$ cat config.mk
export PLATFORM = sky130hd
export DESIGN_NAME = mmio_uart_fifo
export DESIGN_NICKNAME = d
export VERILOG_FILES = /design/src/rtl/mmio_uart_pkg.sv /design/src/rtl/mmio_uart_fifo_sync_fifo.sv /design/src/rtl/mmio_uart_fifo.sv
export SDC_FILE = /design/constraint.sdc
export NUM_CORES = 1
export LEC_CHECK = 0
export CAP_MARGIN = 15
export CORE_ASPECT_RATIO = 1.4
export CORE_MARGIN = 2
export CORE_UTILIZATION = 45
export DETAILED_ROUTE_END_ITERATION = 10
export GPL_ROUTABILITY_DRIVEN = 0
export GPL_TIMING_DRIVEN = 0
export PLACE_DENSITY_LB_ADDON = 0.05
export SLEW_MARGIN = 20
export SYNTH_ARGS = -nofsm -noshare
export SYNTH_HDL_FRONTEND = slang
export SYNTH_SLANG_ARGS = --single-unit
$ cat constraint.sdc
create_clock -name clk -period 8.45 [get_ports clk]
set_clock_uncertainty 0.2 [all_clocks]
set_input_delay 2.1125 -clock clk [delete_from_list [all_inputs] [get_ports clk]]
set_output_delay 2.1125 -clock clk [all_outputs]
set_load 0.005 [all_outputs]
$ cat src/rtl/mmio_uart_pkg.sv
// Shared constants for the memory-mapped UART front end: register offsets,
// IRQEN bit positions and a constant-foldable clog2 used to size FIFO pointers.
package mmio_uart_pkg;

    localparam logic [7:0] OFF_RXCTRL = 8'h00;
    localparam logic [7:0] OFF_TXCTRL = 8'h04;
    localparam logic [7:0] OFF_TXDATA = 8'h08;
    localparam logic [7:0] OFF_RXDATA = 8'h0C;
    localparam logic [7:0] OFF_LEVEL  = 8'h10;
    localparam logic [7:0] OFF_IRQEN  = 8'h14;
    localparam logic [7:0] OFF_CYCLE  = 8'h18;
    localparam logic [7:0] OFF_INSTR  = 8'h1C;

    localparam int IRQ_RX_BIT = 0;
    localparam int IRQ_TX_BIT = 1;

    function automatic int clog2(input int value);
        int result;
        result = 0;
        for (int i = 0; i < 31; i++) begin
            if ((1 << i) < value) begin
                result = i + 1;
            end
        end
        return result;
    endfunction

endpackage

$ cat src/rtl/mmio_uart_fifo_sync_fifo.sv
// Synchronous FIFO with occupancy count; a push while full is still accepted
// when a pop frees the slot on the same edge. Pop on empty is ignored.
module sync_fifo
    import mmio_uart_pkg::*;
#(
    parameter int WIDTH = 8,
    parameter int DEPTH = 8
) (
    input  logic                      clk,
    input  logic                      rst,
    input  logic                      push,
    input  logic                      pop,
    input  logic [WIDTH-1:0]          din,
    output logic [WIDTH-1:0]          dout,
    output logic                      full,
    output logic                      empty,
    output logic [clog2(DEPTH):0]     count
);

    localparam int AW = clog2(DEPTH);

    logic [WIDTH-1:0] r_mem [DEPTH];
    logic [AW-1:0]    r_wr_ptr;
    logic [AW-1:0]    r_rd_ptr;
    logic [AW:0]      r_count;
    logic             w_do_push;
    logic             w_do_pop;

    assign empty     = (r_count == '0);
    assign full      = (r_count == (AW+1)'(DEPTH));
    assign count     = r_count;
    assign dout      = r_mem[r_rd_ptr];
    assign w_do_pop  = pop && !empty;
    assign w_do_push = push && (!full || w_do_pop);

    // Pointers wrap naturally because DEPTH is a power of two.
    always_ff @(posedge clk) begin
        if (rst) begin
            r_wr_ptr <= '0;
            r_rd_ptr <= '0;
            r_count  <= '0;
        end else begin
            if (w_do_push) begin
                r_wr_ptr <= r_wr_ptr + 1'b1;
            end
            if (w_do_pop) begin
                r_rd_ptr <= r_rd_ptr + 1'b1;
            end
            if (w_do_push && !w_do_pop) begin
                r_count <= r_count + 1'b1;
            end else if (w_do_pop && !w_do_push) begin
                r_count <= r_count - 1'b1;
            end
        end
    end

    always_ff @(posedge clk) begin
        if (!rst && w_do_push) begin
            r_mem[r_wr_ptr] <= din;
        end
    end

endmodule

$ cat src/rtl/mmio_uart_fifo.sv
// MMIO UART front end: decodes the BASE_ADDR[31:8] window into RX/TX FIFOs,
// status, IRQ enables and edge IRQs. Optional counters: MMIO_CYCLE_COUNTER_EN.
module mmio_uart_fifo
    import mmio_uart_pkg::*;
#(
    parameter int          DATA_W    = 8,
    parameter int          RX_DEPTH  = 8,
    parameter int          TX_DEPTH  = 8,
    parameter logic [31:0] BASE_ADDR = 32'h8000_0000
) (
    input  logic              clk,
    input  logic              rst,
    input  logic              stall,
    input  logic [31:0]       addr,
    input  logic [31:0]       wdata,
    input  logic [3:0]        we,
    input  logic              re,
    output logic [31:0]       rdata,
    output logic [DATA_W-1:0] uart_tx_data,
    output logic              uart_tx_valid,
    input  logic              uart_tx_ready,
    input  logic [DATA_W-1:0] uart_rx_data,
    input  logic              uart_rx_valid,
    output logic              uart_rx_ready,
    output logic              rx_irq,
    output logic              tx_irq
);

    logic                      w_hit;
    logic                      w_access;
    logic                      w_write;
    logic [7:0]                w_off;
    logic                      w_tx_req;
    logic                      w_tx_pop;
    logic                      w_rx_push;
    logic                      w_rx_pop;
    logic                      w_txctrl_rd;
    logic                      w_irqen_wr;
    logic [DATA_W-1:0]         w_rx_dout;
    logic                      w_rx_full;
    logic                      w_rx_empty;
    logic [clog2(RX_DEPTH):0]  w_rx_count;
    logic                      w_tx_full;
    logic                      w_tx_empty;
    logic [clog2(TX_DEPTH):0]  w_tx_count;
    logic [31:0]               w_level;
    logic                      w_unused;
    logic [1:0]                r_irq_en;
    logic                      r_overflow;
    logic                      r_prev_rx_nonempty;
    logic                      r_prev_tx_full;

    assign w_hit       = (addr[31:8] == BASE_ADDR[31:8]);
    assign w_off       = addr[7:0];
    assign w_write     = |we;
    assign w_access    = w_hit && !stall;
    assign w_tx_req    = w_access && w_write && (w_off == OFF_TXDATA);
    assign w_rx_pop    = w_access && re && (w_off == OFF_RXDATA) && !w_rx_empty;
    assign w_txctrl_rd = w_access && re && (w_off == OFF_TXCTRL);
    assign w_irqen_wr  = w_access && w_write && (w_off == OFF_IRQEN);
    assign w_unused    = ^wdata[31:DATA_W];

    // Both UART handshakes are blocked during reset so no byte is exchanged
    // in the cycle whose FIFO contents are being discarded.
    assign uart_tx_valid = !w_tx_empty && !rst;
    assign w_tx_pop      = uart_tx_valid && uart_tx_ready;
    // A CPU pop on a full RX FIFO frees the slot on the same edge, so ready may rise then.
    assign uart_rx_ready = (!w_rx_full || w_rx_pop) && !rst;
    assign w_rx_push     = uart_rx_valid && uart_rx_ready;

    sync_fifo #(
        .WIDTH (DATA_W),
        .DEPTH (RX_DEPTH)
    ) u_rx_fifo (
        .clk   (clk),
        .rst   (rst),
        .push  (w_rx_push),
        .pop   (w_rx_pop),
        .din   (uart_rx_data),
        .dout  (w_rx_dout),
        .full  (w_rx_full),
        .empty (w_rx_empty),
        .count (w_rx_count)
    );

    sync_fifo #(
        .WIDTH (DATA_W),
        .DEPTH (TX_DEPTH)
    ) u_tx_fifo (
        .clk   (clk),
        .rst   (rst),
        .push  (w_tx_req),
        .pop   (w_tx_pop),
        .din   (wdata[DATA_W-1:0]),
        .dout  (uart_tx_data),
        .full  (w_tx_full),
        .empty (w_tx_empty),
        .count (w_tx_count)
    );

    always_ff @(posedge clk) begin
        if (rst) begin
            r_irq_en           <= 2'b00;
            r_overflow         <= 1'b0;
            r_prev_rx_nonempty <= 1'b0;
            r_prev_tx_full     <= 1'b0;
        end else begin
            r_prev_rx_nonempty <= !w_rx_empty;
            r_prev_tx_full     <= w_tx_full;
            if (w_irqen_wr) begin
                r_irq_en <= wdata[1:0];
            end
            // A push that lands on a full FIFO without a same-cycle drain is lost.
            if (w_tx_req && w_tx_full && !w_tx_pop) begin
                r_overflow <= 1'b1;
            end else if (w_txctrl_rd) begin
                r_overflow <= 1'b0;
            end
        end
    end

    assign rx_irq = r_irq_en[IRQ_RX_BIT] && !w_rx_empty && !r_prev_rx_nonempty;
    assign tx_irq = r_irq_en[IRQ_TX_BIT] && !w_tx_full && r_prev_tx_full;

`ifdef MMIO_CYCLE_COUNTER_EN
    logic [31:0] r_cycle_cnt;
    logic [31:0] r_instr_cnt;
    logic        w_cnt_clear;

    assign w_cnt_clear = w_access && w_write &&
                         ((w_off == OFF_CYCLE) || (w_off == OFF_INSTR));

    always_ff @(posedge clk) begin
        if (rst || w_cnt_clear) begin
            r_cycle_cnt <= '0;
            r_instr_cnt <= '0;
        end else begin
            r_cycle_cnt <= r_cycle_cnt + 32'd1;
            if (w_access && (re || w_write)) begin
                r_instr_cnt <= r_instr_cnt + 32'd1;
            end
        end
    end
`endif

    assign w_level = ((32'(w_tx_count) & 32'h0000_00FF) << 16) |
                     (32'(w_rx_count) & 32'h0000_00FF);

    always_comb begin
        rdata = '0;
        if (w_hit) begin
            case (w_off)
                OFF_RXCTRL: rdata = {31'd0, !w_rx_empty};
                OFF_TXCTRL: rdata = {30'd0, r_overflow, !w_tx_full};
                OFF_RXDATA: rdata = w_rx_empty ? 32'd0 : 32'(w_rx_dout);
                OFF_LEVEL:  rdata = w_level;
                OFF_IRQEN:  rdata = {30'd0, r_irq_en};
`ifdef MMIO_CYCLE_COUNTER_EN
                OFF_CYCLE:  rdata = r_cycle_cnt;
                OFF_INSTR:  rdata = r_instr_cnt;
`endif
                default:    rdata = '0;
            endcase
        end
    end

endmodule

==> results.json, run 1 <==
{
  "status": "completed",
  "ys_ff_latch": 159,
  "wire_per_inst_um": 18.93,
  "io_buffers": 79,
  "cts_resized": 0,
  "grt_pass1_vias": 4296,
  "drv_cap": 0,
  "fin_setup_tns_ns": 0,
  "antenna_found_initial": 0,
  "holdPathEnd": "r_overflow$_SDFFE_PP0P_",
  "power_frac_comb": 0.076,
  "hold_viol": 0,
  "r2r_start": "u_rx_fifo.count[1]$_SDFFE_PP0P_",
  "start_util": 0.4587,
  "critPathLaunchType": "input pin",
  "cts_max_path_buffers": 2,
  "route.detailed.drc": 0,
  "finalNetCount": 653,
  "hold_depth": 2,
  "pwr-share-clk": 0.417,
  "diodes": 0,
  "min_period_over_period": 0.8220,
  "relSlewSlack": 0.3049,
  "synth_edf_count": 128,
  "synth_area_mm2": 0.006844,
  "cp_max_fo": 7,
  "fin_crit_ns": 6.946,
  "yosysWarnings": 0,
  "synth.avg_cell_area_um2": 15.84,
  "p_int_mw": 1.312,
  "setup_ws_ns": 1.504,
  "power-per-cell-area_mw_per_mm2": 197.8,
  "worstPathRequired_ns": 6.14,
  "power.switching_mw": 0.3954,
  "fmax_mhz": 144.0,
  "synth_cells": 432,
  "area_delta_synth_final_pct": 26.16,
  "seqPwrFrac": 0.508,
  "antenna_left": 0,
  "ys_seq_area_frac": 0.6523,
  "vias": 4073,
  "die_area_mm2": 0.01623,
  "clkSlewWorstSetupHoldPaths_ns": 0.06,
  "async_reset_ff_frac": 0,
  "worstMarginPinSlew_ns": 1.039,
  "dieHeight_um": 149.9,
  "synth_flop_cell": "edfxtp_1",
  "worstSkewPairLatency_ns": 0.42,
  "placementRows": 53,
  "core_area_mm2": 0.01492,
  "wl_mm": 14.46,
  "numCtsBuffers": 17,
  "r2r_cells": 13,
  "whs_ns": 0.2686,
  "r2r_end": "u_rx_fifo.count[3]$_SDFFE_PP0P_",
  "overflow": 0,
  "grt_pass1_wl_mm": 22.69,
  "dpl_worst_slack_ns": 1.491,
  "cts_hold_buffers": 0,
  "cts_tree": "built",
  "grt_usage": 0.1923,
  "vdd_drop_max_uv": 127.6,
  "hp-class": "flop to flop",
  "cts_sinks": 159,
  "sw_frac_of_total": 0.2315,
  "nFillCells": 1235,
  "io_pins": 126,
  "detail_route.iter0.violations": 138,
  "root_buffer": "clkbuf_16",
  "rsz0062_at_grt": "false",
  "cts_setup_buffers": 0,
  "die_width_um": 108.2,
  "worst_ep_arrival_time_ns": 4.63,
  "crit_type": "input pin to output pin",
  "synth.distinct_cells": 60,
  "grt_max_degree": 17,
  "reg2reg_slack_ns": 4.86,
  "slew_viol_final": 0,
  "leakagePower_nw": 2.936,
  "drtPass1Iterations": 4,
  "dp_hpwl_mm": 10.52,
  "crit_path_end_kind": "output pin",
  "setup_violations": 0,
  "hold_start": "r_overflow$_SDFFE_PP0P_",
  "htreeDepth": 4,
  "post_drt_via_cell_ratio": 5.331,
  "drive_above_1_share": 0.2360
}
## layer usage
metal,GRT usage,vias up,part of all wire
li1,-,1904,-
met1,0.2063,2043,0.37
met2,0.3610,95,0.57
met3,0.03963,31,0.031
met4,0.08077,0,0.026
met5,0,-,0
## cells by family after synthesis
kind of cell	share of synthesized area
flip-flops	0.6523
AND/OR/NAND/NOR	0.09616
multiplexers	0.1494
buffers and inverters	0.03638
AO/OA/AOI/OAI	0.02962
adder cells (fa/ha/maj)	0.02413
XOR/XNOR	0.01152
other	0.0005479
## cell usage in the layout, fill, tap and decap left out, types with 3 or more instances in the layout
cell / netlist / final
xor2_1: 3 / 3
clkbuf_16: 0 / 17
nor4_1: 12 / 8
dfxtp_1: 31 / 31
mux2i_1: 17 / 17
clkinv_2: 0 / 4
clkbuf_1: 5 / 5
mux4_2: 32 / 32
nor4_2: 0 / 4
xnor2_1: 6 / 6
o21ai_0: 3 / 3
nor2_1: 45 / 45
and3_1: 6 / 6
conb_1: 1 / 20
mux2_2: 8 / 8
edfxtp_1: 128 / 128
buf_1: 6 / 6
a31oi_1: 3 / 3
a21oi_1: 11 / 11
nor3_1: 9 / 3
inv_6: 0 / 3
ha_1: 10 / 10
clkinv_4: 0 / 3
buf_4: 20 / 29
clkdlybuf4s50_1: 0 / 79
nand3_1: 5 / 5
nand2_1: 18 / 18
nand4_1: 3 / 3
nor3_2: 1 / 7
buf_2: 3 / 4
inv_1: 6 / 6
## worst max-delay path: stages
cell             delay [ns]
clkdlybuf4s50_1        0.40
nor4b_1                0.39
nand4_2                0.33
or4_4                  0.64
a31oi_1                0.22
clkdlybuf4s50_1        0.53
## worst max path at each step
stage	from	to	slack, ns	depth (start not counted)
2_1_floorplan	addr[4]	uart_rx_ready	2.64	5
3_5_place_dp	addr[31]	uart_rx_ready	1.49	6
4_1_cts	addr[31]	uart_rx_ready	1.48	6
3_3_place_gp	addr[31]	uart_rx_ready	1.49	6
6_report	addr[27]	uart_rx_ready	1.50	6
5_1_grt	addr[27]	uart_rx_ready	1.33	6
## through the flow
stage,total power [mW],instances,util,area (um^2)
after floorplan,0.9527,451,-,6915
after global placement,1.007,722,0.5326,7946
after detailed placement,1.014,732,0.5411,8074
after CTS,1.725,764,0.5787,8635
after global routing,1.772,764,0.5787,8635
final,1.708,764,0.5787,8635
## power groups by stage
stage               clock network, mW  logic, mW  registers (mW)
CTS                             0.728      0.130           0.867
global route                    0.761      0.142           0.869
global placement                    0      0.123           0.883
floorplan                           0     0.0716           0.881
finish                          0.711      0.129           0.867
detailed placement                  0      0.130           0.884
## registers in the layout (all words and copies together) (netlist names), 2 cells and up, named ones only
register            cells
u_tx_fifo.r_rd_ptr      3
u_rx_fifo.r_wr_ptr      3
u_rx_fifo.r_rd_ptr      3
u_rx_fifo.count         4
r_irq_en                2
u_tx_fifo.count         4
u_rx_fifo.r_mem        64
u_tx_fifo.r_mem        64
u_tx_fifo.r_wr_ptr      3
## area by class of cell
class / count / area (um^2) / share of cell area
Clock buffer: 17 / 425.4 / 0.04927
Inverter: 7 / 26.28 / 0.003043
Sequential cell: 159 / 4464 / 0.5170
Multi-Input combinational cell: 249 / 2257 / 0.2614
Clock inverter: 15 / 135.1 / 0.01565
Timing Repair Buffer: 89 / 863.3 / 0.09999
Buffer: 36 / 222.7 / 0.02579
Tap cell: 192 / 240.2 / 0.02782
## cell usage after synthesis (6+ instances only)
cell | n | share of area
a21oi_1 | 11 | 0.0080
and3_1 | 6 | 0.0055
buf_1 | 6 | 0.0033
buf_4 | 20 | 0.022
dfxtp_1 | 31 | 0.091
edfxtp_1 | 128 | 0.56
ha_1 | 10 | 0.018
inv_1 | 6 | 0.0033
mux2_2 | 8 | 0.013
mux2i_1 | 17 | 0.025
mux4_2 | 32 | 0.11
nand2_1 | 18 | 0.0099
nor2_1 | 45 | 0.025
nor3_1 | 9 | 0.0066
nor4_1 | 12 | 0.011
xnor2_1 | 6 | 0.0077
Note: power is estimated with default switching activity, not from simulation.
==> inputs of run 2 (changes only) <==
==> constraint.sdc (replaced) <==
create_clock -name clk -period 7 [get_ports clk]
set_clock_uncertainty 0.2 [all_clocks]
set_input_delay 1.75 -clock clk [delete_from_list [all_inputs] [get_ports clk]]
set_output_delay 1.75 -clock clk [all_outputs]
set_load 0.005 [all_outputs]
==> results of run 2 <==
Same layout as run 1 (identical final DEF). Status: completed.
Main changes from that run: setup slack after placement 1.491 ns -> 0.7660 ns; setup slack after layout 1.504 ns -> 0.7789 ns; register-to-register setup slack 4.86 ns -> 3.41 ns; total power 1.708 mW -> 2.061 mW; worst IR drop on VDD 127.6 uV -> 154.0 uV
==> inputs of run 3 (changes only) <==
--- a/config.mk
+++ b/config.mk
@@ -9,6 +9,7 @@
 export CORE_ASPECT_RATIO = 1.4
 export CORE_MARGIN = 2
 export CORE_UTILIZATION = 45
+export CTS_BUF_LIST = sky130_fd_sc_hd__clkbuf_2
 export DETAILED_ROUTE_END_ITERATION = 10
 export GPL_ROUTABILITY_DRIVEN = 0
 export GPL_TIMING_DRIVEN = 0
==> run 3 against run 2 <==
Combinational power about the same. Non-clock buffer count is the same. Largest power group unchanged. Power is 20% lower. Via count fell by 1.6%. Worst hold slack improved by 0.015 ns. Worst setup slack gained 0.015 ns. Highest routed layer unchanged. Count of clock-buffer cells in the layout stayed put. Die area is the same. Largest cell class unchanged. Critical path depth unchanged. Global-route usage shrank 0.14 points. Register-to-register slack got worse by 0.04 ns.
==> results.json, run 3 (synthesis results as in run 1) <==
{
  "cts_tree": "built",
  "power-per-cell-area_mw_per_mm2": 199.8,
  "rsz0062_at_grt": "false",
  "dieHeight_um": 149.9,
  "fin_crit_ns": 6.206,
  "critPathSlowestCell": "or4_4",
  "io_buffers": 79,
  "cts_max_path_buffers": 2,
  "finalNetCount": 653,
  "overflow": 0,
  "critPathLaunchType": "input pin",
  "crit_type": "input pin to output pin",
  "post_drt_via_cell_ratio": 5.241,
  "leakagePower_nw": 2.797,
  "io_pins": 126,
  "layout_common_cells": "128 x edfxtp_1, 79 x clkdlybuf4s50_1, 45 x nor2_1, 32 x mux4_2, 31 x dfxtp_1",
  "cts_hold_buffers": 0,
  "grt_usage": 0.1909,
  "start_util": 0.4587,
  "vias": 4009,
  "layout.cells.non_filler": 765,
  "grt_max_degree": 17,
  "fmax_mhz": 161.1,
  "numCtsBuffers": 17,
  "cts_sinks": 159,
  "fin_setup_tns_ns": 0,
  "root_buffer": "clkbuf_2",
  "cp_cell_sequence": "clkdlybuf4s50_1 -> nor4b_1 -> nand4_2 -> or4_4 -> a31oi_1 -> clkdlybuf4s50_1",
  "worst_ep_arrival_time_ns": 4.26,
  "reg_top3": "u_rx_fifo.r_mem x64, u_tx_fifo.r_mem x64",
  "detail_route.iter0.violations": 169,
  "worstMarginPinSlew_ns": 1.040,
  "worstSkewPairLatency_ns": 0.71,
  "dp_hpwl_mm": 10.52,
  "wire_per_inst_um": 18.69,
  "clkSlewWorstSetupHoldPaths_ns": 0.24,
  "cp_max_fo": 7,
  "hold_viol": 0,
  "final_common_cell": "edfxtp_1",
  "cts_setup_buffers": 0,
  "slew_viol_final": 0,
  "wl_mm": 14.30,
  "placed_cells": 732,
  "htreeDepth": 4,
  "die_width_um": 108.2,
  "crit_top_cell": "clkdlybuf4s50_1",
  "grt_pass1_vias": 4272,
  "hp-class": "flop to flop",
  "drtPass1Iterations": 5,
  "place_area_mm2": 0.008074,
  "min_period_over_period": 0.8866,
  "antenna_left": 0,
  "cp.buffers_inverters": 2,
  "drv_cap": 0,
  "die_area_mm2": 0.01623,
  "cp_top_family": "simple AND/OR/NAND/NOR gates",
  "route.detailed.drc": 0,
  "crit_path_end_kind": "output pin",
  "core_area_mm2": 0.01492,
  "setup_violations": 0,
  "drive_above_1_share": 0.2360,
  "placementRows": 53,
  "max_stage_delay_ns": 0.64,
  "status": "completed",
  "reg2reg_slack_ns": 3.37,
  "cts_resized": 0,
  "antenna_found_initial": 1,
  "finalInstanceArea_mm2": 0.008297,
  "grt_pass1_wl_mm": 22.47,
  "relSlewSlack": 0.3043,
  "vdd_drop_max_uv": 120.3,
  "area_delta_synth_final_pct": 21.22,
  "worstPathRequired_ns": 5.05
}
## run 3: cell count changes in the layout (fill, tap and decap cells not counted), sizes merged
cell	before	now
diode	0	1
## run 3: path summary, 6_finish.rpt
check | cells past startpoint | from | endpoint
worst min-delay path | 2 | r_overflow$_SDFFE_PP0P_ | r_overflow$_SDFFE_PP0P_
worst min register to register | 2 | r_overflow$_SDFFE_PP0P_ | r_overflow$_SDFFE_PP0P_
worst max-delay path | 6 | addr[27] | uart_rx_ready
worst max register to register | 13 | u_rx_fifo.count[1]$_SDFFE_PP0P_ | u_rx_fifo.count[3]$_SDFFE_PP0P_
## run 3: metal layers
layer  GRT usage  vias to the layer above  wire length [um]
li1            -                     1896                 -
met1      0.2024                     2002              5415
met2      0.3588                       84              8107
met3     0.04530                       27               449
met4     0.07564                        0               323
met5           0                        -                 0
## run 3: through the flow
step / total power, mW / hold slack [ns] / setup slack [ns] / utilization
2_1_floorplan: 1.150 / 0.2375 / 1.920 / -
3_3_place_gp: 1.215 / 0.2611 / 0.7658 / 0.5326
3_5_place_dp: 1.224 / 0.2598 / 0.7660 / 0.5411
4_1_cts: 1.679 / 0.2861 / 0.7579 / 0.5559
5_1_grt: 1.736 / 0.3274 / 0.6074 / 0.5561
6_report: 1.658 / 0.2837 / 0.7937 / 0.5561
## run 3: tightest hold or removal path: stages, from the launching register on
cell     delay, ns
dfxtp_1       0.37
o41ai_1       0.06
a21oi_1       0.05
## run 3: final cells by class
cell class,count,area (um^2)
Fill cell,1289,6624
Sequential cell,159,4464
Multi-Input combinational cell,249,2257
Timing Repair Buffer,89,863.3
Tap cell,192,240.2
Buffer,36,222.7
Clock inverter,15,135.1
Clock buffer,17,85.08
Inverter,7,26.28
Antenna cell,1,2.502
## run 3: power breakdown
group / switching, mW / leakage, nW / internal, mW
registers: 0.0123 / 1.40 / 1.03
logic: 0.0718 / 1.26 / 0.0840
clock network: 0.349 / 0.138 / 0.106
